`src/rtl/saturn_bus_controller.sv`:
```
// -----------------------------------------------------------------------------
// saturn_bus_controller
//
// Drives a Saturn-style nibble bus from an external four-phase sequencer.
// After reset it issues LOAD_PC with a 5-nibble start address (LSN first),
// then PC_READ, then reads nibbles forever until HALT_AFTER nibbles have been
// read, after which it halts until the next reset.
//
// Optional feature (macro SATURN_BUS_DEBUG_CHAR_EN):
//   defined   - every read nibble is shown as an ASCII hex character on
//               o_char_to_send, with a one-clock o_debug_cycle in phase 3
//               that freezes the external phase sequencer.
//   undefined - o_char_to_send = 8'h00, o_debug_cycle = 0; reads, counting
//               and halt behave the same.
//
// Parameters
//   HALT_AFTER        number of data nibbles read before halting (1..65535)
//
// Ports
//   i_clk             single clock, rising-edge active
//   i_reset           asynchronous active-high reset
//   i_phases          one-hot bus phase (informational)
//   i_phase           encoded bus phase 0..3 (the controller acts on this)
//   i_cycle_ctr       bus cycle count (informational)
//   o_bus_clk_en      bus strobe, high for the phase-1 clock of active cycles
//   o_bus_is_data     0 = command nibble, 1 = address/data nibble
//   o_bus_nibble_out  nibble driven to the bus
//   i_bus_nibble_in   nibble returned by the ROM, sampled in phase 2
//   o_debug_cycle     freezes the phase sequencer for one clock
//   o_char_to_send    ASCII hex of the last nibble read
//   o_halt            controller finished
// -----------------------------------------------------------------------------
module saturn_bus_controller #(
  parameter int HALT_AFTER = 16
) (
  input  logic        i_clk,
  input  logic        i_reset,
  input  logic [3:0]  i_phases,
  input  logic [1:0]  i_phase,
  input  logic [31:0] i_cycle_ctr,
  output logic        o_bus_clk_en,
  output logic        o_bus_is_data,
  output logic [3:0]  o_bus_nibble_out,
  input  logic [3:0]  i_bus_nibble_in,
  output logic        o_debug_cycle,
  output logic [7:0]  o_char_to_send,
  output logic        o_halt
);

  typedef enum logic [2:0] {
    LOAD_PC_CMD,
    LOAD_PC_ADDR,
    PC_READ_CMD,
    READ,
    HALTED
  } state_t;

  localparam logic [3:0]  CMD_LOAD_PC = 4'h6;
  localparam logic [3:0]  CMD_PC_READ = 4'h2;
  localparam logic [19:0] START_ADDR  = 20'h00000;
  localparam logic [2:0]  LAST_ADDR   = 3'd4;

  state_t      state_q, state_d;
  logic        running_q, running_d;   // cycle 0 has begun since reset
  logic [2:0]  addr_cnt_q, addr_cnt_d; // index of the address nibble on the bus
  logic [15:0] read_cnt_q, read_cnt_d;
  logic        is_data_q, is_data_d;
  logic [3:0]  nibble_q, nibble_d;

  logic        sample;   // clock on which the ROM nibble is captured
  logic        hold;     // phase 3 is being stretched by a debug cycle
  logic        advance;  // last clock of phase 3: end of the bus cycle

  // The sequencer holds phase 3 for one extra clock during a debug cycle; only
  // the second phase-3 clock ends the bus cycle, so state advances once.
  assign sample  = running_q && (state_q == READ) && (i_phase == 2'd2);
  assign advance = running_q && (i_phase == 2'd3) && !hold;

  // Strobe is decoded from the live phase so it lines up with phase 1 exactly;
  // running_q is cleared asynchronously, so reset kills it at once.
  assign o_bus_clk_en     = running_q && (state_q != HALTED) && (i_phase == 2'd1);
  assign o_bus_is_data    = is_data_q;
  assign o_bus_nibble_out = nibble_q;
  assign o_halt           = (state_q == HALTED);

  // NOTE: async reset clears every control register, so outputs drop the
  // moment i_reset rises rather than at the next clock edge.
  always_ff @(posedge i_clk or posedge i_reset) begin
    if (i_reset) begin
      state_q    <= LOAD_PC_CMD;
      running_q  <= 1'b0;
      addr_cnt_q <= '0;
      read_cnt_q <= '0;
      is_data_q  <= 1'b0;
      nibble_q   <= 4'h0;
    end else begin
      // NOTE: non-blocking assignments so every register sees the values from
      // before this edge, independent of statement order.
      state_q    <= state_d;
      running_q  <= running_d;
      addr_cnt_q <= addr_cnt_d;
      read_cnt_q <= read_cnt_d;
      is_data_q  <= is_data_d;
      nibble_q   <= nibble_d;
    end
  end

  always_comb begin
    // NOTE: every variable gets a default before any branch, so no path
    // leaves one unassigned and no latch is inferred.
    state_d    = state_q;
    running_d  = running_q;
    addr_cnt_d = addr_cnt_q;
    read_cnt_d = read_cnt_q;
    is_data_d  = is_data_q;
    nibble_d   = nibble_q;

    if (!running_q) begin
      // Out of reset: start cycle 0 (LOAD_PC) on the first phase 0 seen.
      if (i_phase == 2'd0) begin
        running_d = 1'b1;
        is_data_d = 1'b0;
        nibble_d  = CMD_LOAD_PC;
      end
    end else begin
      unique case (state_q)
        LOAD_PC_CMD: begin
          if (advance) begin
            state_d    = LOAD_PC_ADDR;
            addr_cnt_d = '0;
            is_data_d  = 1'b1;
            nibble_d   = START_ADDR[3:0];
          end
        end
        LOAD_PC_ADDR: begin
          if (advance) begin
            if (addr_cnt_q == LAST_ADDR) begin
              state_d   = PC_READ_CMD;
              is_data_d = 1'b0;
              nibble_d  = CMD_PC_READ;
            end else begin
              addr_cnt_d = addr_cnt_q + 3'd1;
              nibble_d   = START_ADDR[{addr_cnt_d, 2'b00} +: 4];
            end
          end
        end
        PC_READ_CMD: begin
          if (advance) begin
            state_d   = READ;
            is_data_d = 1'b1;
            nibble_d  = 4'h0;
          end
        end
        READ: begin
          if (sample) read_cnt_d = read_cnt_q + 16'd1;
          if (advance && (read_cnt_q == 16'(HALT_AFTER))) state_d = HALTED;
        end
        HALTED: ;
        default: state_d = LOAD_PC_CMD;
      endcase
    end
  end

`ifdef SATURN_BUS_DEBUG_CHAR_EN
  logic       dbg_q;
  logic [7:0] char_q;

  function automatic logic [7:0] to_hex_ascii(input logic [3:0] n);
    // 0..9 -> '0'..'9' (0x30..), A..F -> 'A'..'F' (0x41 = 0x37 + 0xA)
    return (n < 4'd10) ? (8'h30 + {4'h0, n}) : (8'h37 + {4'h0, n});
  endfunction

  // Captured on the phase-2 edge, so the debug strobe covers the first phase-3
  // clock and the character stays until the next read replaces it.
  always_ff @(posedge i_clk or posedge i_reset) begin
    if (i_reset) begin
      dbg_q  <= 1'b0;
      char_q <= 8'h00;
    end else begin
      dbg_q <= sample;
      if (sample) char_q <= to_hex_ascii(i_bus_nibble_in);
    end
  end

  assign hold           = dbg_q;
  assign o_debug_cycle  = dbg_q;
  assign o_char_to_send = char_q;
`else
  assign hold           = 1'b0;
  assign o_debug_cycle  = 1'b0;
  assign o_char_to_send = 8'h00;
`endif

  // Informational inputs; the ROM nibble is only consumed in the debug build.
  logic unused_inputs;
  assign unused_inputs = ^{i_phases, i_cycle_ctr, i_bus_nibble_in};

endmodule

```
`config.mk`:
```
export PLATFORM = sky130hd
export DESIGN_NAME = saturn_bus_controller
export DESIGN_NICKNAME = d
export VERILOG_FILES = /design/src/rtl/saturn_bus_controller.sv
export SDC_FILE = /design/constraint.sdc
export NUM_CORES = 1
export LEC_CHECK = 0
export BUFFER_PORTS_ARGS = -buffer_cell sky130_fd_sc_hd__buf_2
export CAP_MARGIN = 20
export CORE_MARGIN = 5
export CORE_UTILIZATION = 29
export CTS_BUF_LIST = sky130_fd_sc_hd__clkbuf_2
export CTS_CLUSTER_SIZE = 14
export DETAILED_ROUTE_END_ITERATION = 8
export SKIP_CTS_REPAIR_TIMING = 1
export SLEW_MARGIN = 20
export SYNTH_ARGS = -nofsm -noshare
export SYNTH_HDL_FRONTEND = slang
export SYNTH_SLANG_ARGS = --single-unit
```
`constraint.sdc`:
```
create_clock -name i_clk -period 2 [get_ports i_clk]
set_clock_uncertainty 0.1 [all_clocks]
set_input_delay 0.4 -clock i_clk [delete_from_list [all_inputs] [get_ports i_clk]]
set_output_delay 0.4 -clock i_clk [all_outputs]
set_load 0.1 [all_outputs]
```
==> metrics.md <==
| Metric | Value |
|---|---|
| Layout cells sized above 1 | `19.3%` |
| Synthesized instance count | `149` |
| Register area | `656 µm²` |
| First-pass iteration count of the detailed router | `6` |
| Hold path start | `i_phase[0]` |
| R2R Path Start | `state_q[2]` |
| Met2 WL | `1180 µm` |
| CTS sink cnt | `26` |
| Initial Util | `29.4%` |
| Worst reg2reg endpoint | `read_cnt_q[6]` |
| Pwr dens | `904 mW/mm²` |
| Post-route minimum period | `1.90 ns` |
| Clock slew at reported path FFs | `0.24 ns` |
| Row count | `26` |
| IO Pins | `60` |
| Grt total ovfl | `0` |
| Root buffer cell | `clkbuf_2` |
| Setup violations, final | `0` |
| Avg Synthesized Cell Area | `9.95 µm²` |
| Iteration-0 DRC Markers | `20` |
| Post-DR vias/cell | `4.43` |
| Metal-1 WL | `1190 µm` |
| Count leader, synth | `dfrtp_1` |
| Multi-input gate area | `746 µm²` |
| Worst Hold Path EP | `o_bus_nibble_out[2]` |
| Largest net degree at the start of global routing | `27` |
| WL final | `2480 µm` |
| Aggregate global-route resource usage | `7.87%` |
| DR top layer | `met3` |
| Drt wl/cell | `10.7 µm` |
| Num CTS Buffers | `3` |
| Arrival time at the worst endpoint | `1.40 ns` |
| Max_cap viols | `0` |
| Clk buf depth | `2` |
| Routed Antenna Nets | `0` |
| Yosys reg bits | `26` |
| Seq/Total Area, Yosys | `43.9%` |
| Placed cell area | `0.00158 mm²` |
| Drc violations | `0` |
| Post-synth top flop | `dfrtp_1` |
| Outcome | `completed` |
| Critical Path Max Stage Delay | `0.49 ns` |
| Cell area after layout | `0.00166 mm²` |
| Clk_lat worst skew | `0.35 ns` |
| Die height | `81.5 µm` |
| Via count | `1023` |
| Setup ws final | `0.103 ns` |
| Async SR Flop Fraction | `100%` |
| DP Worst Slack | `0.295 ns` |
| Post-Syn Area | `0.00148 mm²` |
| FF-to-FF path depth | `5` |
| Core Area | `0.00504 mm²` |
| Post-synth top area share | `43.9%` |
| H-tree levels | `1` |
| Global-route wire length before repair | `4120 µm` |
| Post-detail-place hpwl | `1750 µm` |
| Final nets | `210` |
| Die area | `0.00664 mm²` |
| Crit share post-route | `94.9%` |
| Number of global-route vias before repair | `910` |
| CTS tree | `yes` |
| Hold path depth | `4` |
| Commonest cells in the synthesized netlist | `dfrtp_1, nand2_1, buf_4, xnor2_1, nand3_1` |
| Setup CP Type | `register to primary output` |
| FF-to-FF setup slack | `0.30 ns` |
| # diodes | `0` |
| GPL Wtd Cong | `0.780` |
| Leak pwr | `0.756 nW` |
| Yosys top cell by area | `dfrtp_1` |
| Initial antenna violation count | `0` |
| Crit path cell chain | `nor3b_4, nor3_4, buf_12` |
| Hold Path Class | `input port to register` |
| Final hold viol count | `0` |
| Crit. End Element | `primary output` |
| Slew Limit Fails | `0` |
| Req. time, crit path | `1.50 ns` |
| Fill cell count | `530` |
| Port Buffers | `8` |
| Synth Warn # | `0` |
| Top cells by area, synth | `dfrtp_1, xnor2_1, buf_4, nand2_1, nand3_1` |
| Crit start category | `register` |
| Critical path's slowest cell | `dfrtp_2` |
| Met3 WL | `114 µm` |
| Unrepaired setup endpoints after global routing | `false` |
| Die width | `81.5 µm` |
| Cell variety after synth | `35` |
| EDFF count, synth | `0` |
| Crit path max fanout | `3` |
| Area growth from synthesis to layout | `11.6%` |
| Fmax | `527 MHz` |
| Worst VDD drop | `0.000332 V` |
worst max path at each step:
stage	from	end	slack, ns	cells after the start
finish	state_q[1]	o_bus_clk_en	0.10	3
global route	state_q[1]	o_bus_clk_en	0.001	3
CTS	state_q[0]	o_bus_clk_en	-0.1	3
detailed placement	state_q[0]	read_cnt_q[6]	0.30	4
global placement	state_q[0]	read_cnt_q[6]	0.31	4
floorplan	state_q[0]	o_bus_clk_en	-0.31	3
per-layer routing:
metal / GRT usage (%) / vias to the layer above
met5: 0 / -
met3: 3.07 / 0
met1: 10.6 / 501
met2: 12.2 / 13
met4: 1.01 / 0
li1: - / 509
kinds of logic (layout without fill, tap and decap cells):
group	count (synthesis)	count (layout)	synth area share (%)
AND/OR/NAND/NOR	61	61	25.0
flip-flops	26	26	43.9
buffers and inverters	23	25	9.87
AO/OA/AOI/OAI	18	18	7.51
XOR/XNOR	15	15	9.37
adder cells (fa/ha/maj)	4	4	3.38
other	1	11	0.253
multiplexers	1	1	0.759
critical path, delay by kind of cell, from the launching register on:
family / cells / cell delay, ns
simple gates: 2 / 0.38
flops: 1 / 0.49
buf+inv: 1 / 0.17
layout make-up:
cell class,instances,share of cell area (%)
multi-input combinational,110,45.0
sequential,26,39.6
timing repair buffer,15,7.56
tap,70,5.29
inverter,6,1.36
clock buffer,3,0.907
clock inverter,1,0.227
state kept, by name, indices dropped and copies added, names as in the netlist:
| name | flops |
|---|---|
| addr_cnt_q | 3 |
| o_bus_is_data | 1 |
| o_bus_nibble_out | 2 |
| read_cnt_q | 16 |
| running_q | 1 |
| state_q | 3 |
layout by cell type, fill, tap and decap left out, drive strengths merged, types with 2 or more instances in the layout:
cell     n
a21oi    3
and3     4
and4     3
buf     14
clkbuf   3
conb    11
dfrtp   26
ha       4
inv      6
nand2   15
nand3   11
nand3b   2
nand4    4
nor2     7
nor2b    2
nor3     7
nor3b    2
nor4     2
o21ai    8
xnor2   13
xor2     2
metrics by stage:
step | setup TNS (ns) | instances | hold WS [ns] | utilization, % | power, mW
2_1_floorplan | -0.305 | 159 | 0.340 | - | 1.22
3_3_place_gp | 0 | 221 | 0.367 | 31.4 | 1.26
3_5_place_dp | 0 | 221 | 0.367 | 31.4 | 1.27
4_1_cts | -0.142 | 225 | -0.0686 | 31.8 | 1.47
5_1_grt | 0 | 231 | 0.325 | 32.8 | 1.61
6_report | 0 | 231 | 0.315 | 32.8 | 1.50
report_power, final:
group	switching (mW)	internal (mW)	leakage, nW
Clock	0.160	0.0434	0.0140
Sequential	0.100	0.619	0.333
Combinational	0.382	0.192	0.409
Total	0.642	0.855	0.756
Note: power is estimated with default switching activity, not from simulation.
